**config.mk**
```make
export PLATFORM = sky130hd
export DESIGN_NAME = counter_countdown
export DESIGN_NICKNAME = d
export VERILOG_FILES = /design/src/rtl/counter_countdown_pkg.sv /design/src/rtl/counter_countdown_delay.sv /design/src/rtl/counter_countdown.sv
export SDC_FILE = /design/constraint.sdc
export NUM_CORES = 1
export LEC_CHECK = 0
export ABC_AREA = 1
export ABC_CLOCK_PERIOD_IN_PS = 1250
export CORE_MARGIN = 5
export CORE_UTILIZATION = 41
export DETAILED_ROUTE_END_ITERATION = 12
export HOLD_SLACK_MARGIN = 0.08
export MAX_ROUTING_LAYER = met4
export PLACE_DENSITY_LB_ADDON = 0.08
export SETUP_SLACK_MARGIN = 0.15
export SYNTH_ARGS = -nofsm -noshare
export SYNTH_HDL_FRONTEND = slang
export SYNTH_SLANG_ARGS = --single-unit
```
**constraint.sdc**
```tcl
create_clock -name clock -period 1.25 [get_ports clock]
set_input_delay 0.1875 -clock clock [delete_from_list [all_inputs] [get_ports clock]]
set_output_delay 0.1875 -clock clock [all_outputs]
set_load 0.02 [all_outputs]
```
**src/rtl/counter_countdown_pkg.sv**
```systemverilog
// Shared definitions for the countdown counter.
//   state_e        : run/stop state encoding (IDLE=0, RUN=1)
//   util_math_log2 : ceil(log2(value)), minimum 1, used to size the counter
package counter_countdown_pkg;

   typedef enum logic {
      StIdle = 1'b0,
      StRun  = 1'b1
   } state_e;

   // Smallest width able to hold values 0..value-1; never returns 0.
   function automatic int unsigned util_math_log2(input int unsigned value);
      int unsigned w;
      w = 0;
      for (int i = 0; i < 32; i++) begin
         if ((64'd1 << i) < 64'(value)) begin
            w = i + 1;
         end
      end
      return (w == 0) ? 1 : w;
   endfunction

endpackage

```
**src/rtl/counter_countdown_delay.sv**
```systemverilog
// Retiming pipeline for the count output.
//   clock   : rising-edge clock
//   reset_n : asynchronous active-low reset, clears every stage to 0
//   din     : value to retime
//   dout    : din delayed by DELAY cycles (a plain wire when DELAY == 0)
module counter_countdown_delay #(
   parameter int unsigned WIDTH = 4,
   parameter int unsigned DELAY = 0
) (
   input  logic             clock,
   input  logic             reset_n,
   input  logic [WIDTH-1:0] din,
   output logic [WIDTH-1:0] dout
);

   if (DELAY == 0) begin : g_wire
      logic unused_clk_rst;
      assign unused_clk_rst = clock ^ reset_n;
      assign dout = din;
   end else begin : g_stages
      logic [WIDTH-1:0] stage_q [DELAY];

      always_ff @(posedge clock or negedge reset_n) begin
         if (!reset_n) begin
            for (int i = 0; i < int'(DELAY); i++) begin
               stage_q[i] <= '0;
            end
         end else begin
            stage_q[0] <= din;
            for (int i = 1; i < int'(DELAY); i++) begin
               stage_q[i] <= stage_q[i-1];
            end
         end
      end

      assign dout = stage_q[DELAY-1];
   end

endmodule

```
**src/rtl/counter_countdown.sv**
```systemverilog
// Loadable down-counter with run/stop control and terminal-count pulse.
//   clock   : rising-edge clock
//   reset_n : asynchronous active-low reset
//   d       : period/load value (clipped to MAX-1)
//   load    : capture d into count and period
//   start   : enter RUN (from IDLE only)
//   stop    : abort to IDLE, count held (highest priority)
//   enable  : decrement qualifier while in RUN
//   reload  : 1 = auto-reload period on terminal decrement, 0 = one-shot
//   q       : count delayed by DELAY cycles
//   zero    : undelayed count == 0
//   busy    : state is RUN
//   done    : one-cycle pulse after the terminal decrement
module counter_countdown
   import counter_countdown_pkg::*;
#(
   parameter int unsigned MAX   = 16,
   parameter int unsigned WIDTH = util_math_log2(MAX),
   parameter int unsigned DELAY = 0
) (
   input  logic             clock,
   input  logic             reset_n,
   input  logic [WIDTH-1:0] d,
   input  logic             load,
   input  logic             start,
   input  logic             stop,
   input  logic             enable,
   input  logic             reload,
   output logic [WIDTH-1:0] q,
   output logic             zero,
   output logic             busy,
   output logic             done
);

   localparam logic [WIDTH-1:0] TOP_VAL = WIDTH'(MAX - 1);
   // When MAX fills the whole width no value of d can be out of range.
   localparam bit NEED_CLIP = (64'(MAX) < (64'd1 << WIDTH));

   state_e           state_q, state_d;
   logic [WIDTH-1:0] count_q, count_d;
   logic [WIDTH-1:0] period_q, period_d;
   logic             done_q, done_d;
   logic [WIDTH-1:0] load_val;

   always_comb begin
      load_val = d;
      if (NEED_CLIP && (32'(d) >= MAX)) begin
         load_val = TOP_VAL;
      end
   end

   always_comb begin
      state_d  = state_q;
      count_d  = count_q;
      period_d = period_q;
      done_d   = 1'b0;
      if (stop) begin
         state_d = StIdle;
      end else if (load) begin
         count_d  = load_val;
         period_d = load_val;
         // load+start in IDLE both take effect; in RUN the enable is dropped.
         if ((state_q == StIdle) && start) begin
            state_d = StRun;
         end
      end else begin
         case (state_q)
            StIdle: begin
               if (start) begin
                  state_d = StRun;
               end
            end
            StRun: begin
               if (enable) begin
                  if (count_q != '0) begin
                     count_d = count_q - WIDTH'(1);
                  end else begin
                     // Terminal decrement: never wraps below zero.
                     done_d = 1'b1;
                     if (reload) begin
                        count_d = period_q;
                     end else begin
                        state_d = StIdle;
                     end
                  end
               end
            end
            default: state_d = StIdle;
         endcase
      end
   end

   always_ff @(posedge clock or negedge reset_n) begin
      if (!reset_n) begin
         state_q  <= StIdle;
         count_q  <= '0;
         period_q <= '0;
         done_q   <= 1'b0;
      end else begin
         state_q  <= state_d;
         count_q  <= count_d;
         period_q <= period_d;
         done_q   <= done_d;
      end
   end

   assign zero = (count_q == '0);
   assign busy = (state_q == StRun);
   assign done = done_q;

   counter_countdown_delay #(
      .WIDTH (WIDTH),
      .DELAY (DELAY)
   ) u_delay (
      .clock   (clock),
      .reset_n (reset_n),
      .din     (count_q),
      .dout    (q)
   );

endmodule

```
==> impl_results.md, run 1 <==
* Logic pwr share at 0.514
* Relative slew margins at 0.8060
* Final ANT Viol Nets at 0
* Outcome: complete, but fails checks
* Final period util at 1.073
* Setup TNS Final at -242.4 ps
* Slew @ Worst Pin at 291.1 ps
* Failing checks: setup timing
* Routed WL at 1531 µm
* Util after Layout at 0.6513
* Total of max-cap violations at 0
* Synth Flop Type: dfrtp_1
* Net Sw Power at 0.5773 mW
* CTS tree: yes
* Count leader, synth: nand2_1
* Ports at 18
* Worst Path Max Fanout at 3
* Number of global-route vias before repair at 594
* YS warnings at 0
* DP Area at 940.9 µm²
* Total die area at 0.002457 mm²
* Initial Util at 0.4311
* Critical path launch point type: flip-flop
* Detailed Route Iter0 Violations at 12
* Seq cells post-synth at 10
* Total GRT Usage at 0.1429
* FF-to-FF End: count_q[0]$_DFFE_PN0P_
* R2r worst-path depth at 9
* Clock Sinks at 10
* DRC Markers at 0
* WL per Instance at 11.43 µm
* Sequential share of the synthesized area at 0.3899
* Min cycle time layout at 1342 ps
* Synth-to-Final Area Change at 51.07%
* Syn_area_per_cell at 7.641 µm²
* Power per cell area at 1562 mW/mm²
* Worst setup endpoint: zero
* CP startpoint: count_q[1]$_DFFE_PN0P_
* Peak VDD IR at 0.001146 V
* Inserted Diodes at 0
* Synth area leader: dfrtp_1
* Final non-filler cell total at 134
* CTS Root Cell: clkbuf_4
* Detailed Place HPWL at 1246 µm
* Cells after Synth at 84
* Crit path kind: reg -> out
* Synth cell count leaders: nand2_1, inv_1, dfrtp_1, nand3_1
* # fillers at 135
* Setup WS post-layout at -91.83 ps
* Cells after DPL at 130
* Hold Crit Class: in -> async
* Cell chain of the critical path: inv_2 > ha_4 > nand2_2 > nor2_4 > buf_6
* Num CTS Buffers at 3
* Post-CTS Hold Buffers at 0
* RSZ-0062 raised after global routing: yes
* Setup bufs post-CTS at 0
* Net count after synthesis at 96
* Clock slew at reported path FFs at 70 ps
* Via density at 4.761
* Gpl congestion at 0.8852
* Share of the synthesized area in the top cell type at 0.3899
* Switching share of power at 0.3812
* Max Fclk at 745.3 MHz
* Netlist Area Pre-Place at 641.9 µm²
* Pleak at 0.4942 nW
* FF-to-FF setup slack at -50 ps
* Die width at 49.57 µm
* Post-Route Skew at 3.589 ps
* # H-tree levels at 1
* Pin count of the biggest net entering global routing at 11
* Row count at 14
* Count of final max-slew check failures at 0
* Pre-Repair DR Iteration Count at 4
* Antenna violations before repair at 0
* Critical Path End Type: output port
* Worst reg2reg path startpoint: count_q[1]$_DFFE_PN0P_
* NumNets Final at 131
* IO Port Bufs at 17
* Async SR Flop Fraction at 1.000
* Crit path largest cell delay at 410 ps
* Routed vias at 638
* Final Hold Viols at 0
* Clock Latency Late Sink at 270 ps
* Critical Path RT at 1060 ps
* Sequential fraction of design power at 0.288
* CP max stage cell: dfrtp_2
* Design area at 969.7 µm²
* CORE AREA at 0.001489 mm²
* Final Setup Violations at 5
* Grt ovf at 0
* Layout cells sized above 1 at 0.3729
* CP arrival at 1150 ps
* EDFF count, synth at 0
* Distinct cells, synth at 21
* Die Span Y at 49.57 µm
* Synth area leaders: dfrtp_1, nand2_1, nand3_1
* First-pass GRT wire length at 2608 µm
* Clock power frac at 0.198
* Clock buffer depth at 2
* P_int at 0.9370 mW
## final cells by class
| type | instances | area, µm² | share of cell area |
|---|---|---|---|
| Tap cell | 16 | 20.02 | 0.02065 |
| Inverter | 14 | 57.56 | 0.05935 |
| Sequential cell | 10 | 254.0 | 0.2619 |
| Clock buffer | 4 | 36.28 | 0.03742 |
| Timing Repair Buffer | 31 | 266.5 | 0.2748 |
| Multi-Input combinational cell | 59 | 335.3 | 0.3458 |
## power groups by stage
stage	Clock (mW)	Combinational [mW]	Sequential [mW]
finish	0.299	0.779	0.436
global route	0.327	0.869	0.448
CTS	0.310	0.791	0.434
detailed placement	0	0.795	0.441
global placement	0	0.783	0.439
floorplan	0	0.359	0.524
## flip-flops by register name, indices dropped and copies added (netlist names)
| name | count |
|---|---|
| busy | 1 |
| count_q | 4 |
| done | 1 |
| period_q | 4 |
## logic make-up after synthesis
family                     synth area share
muxes                               0.03509
and+or+nand+nor                      0.3762
DFF                                  0.3899
adders and majority gates           0.01949
buffers and inverters                0.1072
AOI/OAI and AO/OA                   0.07212
## routing by layer
| metal | wire length [µm] | GRT usage | share of wire |
|---|---|---|---|
| met1 | 681 | 0.1776 | 0.44 |
| met2 | 727 | 0.2076 | 0.47 |
| met3 | 77 | 0.02108 | 0.050 |
| met4 | 45 | 0.1048 | 0.029 |
| met5 | 0 | - | 0 |
## worst min path at each step
stage | from | end | depth (start not counted)
finish | reset_n | period_q[1]$_DFFE_PN0P_ | 2
detailed placement | period_q[1]$_DFFE_PN0P_ | period_q[1]$_DFFE_PN0P_ | 2
floorplan | reset_n | busy$_DFFE_PN0P_ | 0
CTS | reset_n | count_q[3]$_DFFE_PN0P_ | 2
global route | reset_n | count_q[0]$_DFFE_PN0P_ | 2
global placement | period_q[1]$_DFFE_PN0P_ | period_q[1]$_DFFE_PN0P_ | 2
## cells in the final DEF (no fill, tap or decap)
cell type / netlist / routed
dfrtp_2: 0 / 3
ha_4: 0 / 1
a21oi_4: 1 / 1
dfrtp_1: 10 / 7
buf_4: 0 / 15
nor2_1: 4 / 4
clkdlybuf4s15_2: 0 / 1
buf_6: 1 / 3
nand3_2: 1 / 1
mux2_2: 2 / 2
a21oi_1: 1 / 1
nor2_2: 1 / 1
clkbuf_8: 0 / 1
clkdlybuf4s50_1: 0 / 9
o21ai_1: 1 / 2
nand2_1: 27 / 27
inv_6: 1 / 1
nand2_2: 1 / 1
inv_1: 11 / 9
buf_2: 0 / 1
nor3_1: 1 / 1
clkbuf_4: 0 / 3
and3_2: 1 / 1
clkbuf_2: 0 / 1
o21ai_0: 4 / 3
nand3_1: 10 / 10
nor2_4: 2 / 2
inv_2: 2 / 4
dlygate4sd2_1: 0 / 1
nand3_4: 1 / 1
## critical path: cells and delay by family (launching register included)
family | cells | cell delay, ps
adder cells (fa/ha/maj) | 1 | 140
buffers and inverters | 2 | 190
flip-flops | 1 | 410
AND/OR/NAND/NOR | 2 | 150
## stage by stage
step / power (mW) / setup slack, ps / hold WS (ps)
final: 1.514 / -91.83 / 198.4
after CTS: 1.535 / -107.5 / 197.4
after global routing: 1.644 / -152.1 / 202.1
after detailed placement: 1.235 / -296.8 / 484.1
after global placement: 1.222 / -286.2 / 475.5
after floorplan: 0.8832 / -77.03 / -108.1
## what timing repair did
action,in CTS,in global routing
pin swaps,1,0
endpoints found under the setup margin,17,11
gates resized for setup,32,4
No activity file was read; power rests on OpenSTA's default activity.
==> run 2, diff against run 1 <==
CAP_MARGIN = 20   (was not set)
==> results of run 2 <==
Same layout as run 1: the final DEF is identical, and so are final timing and power.
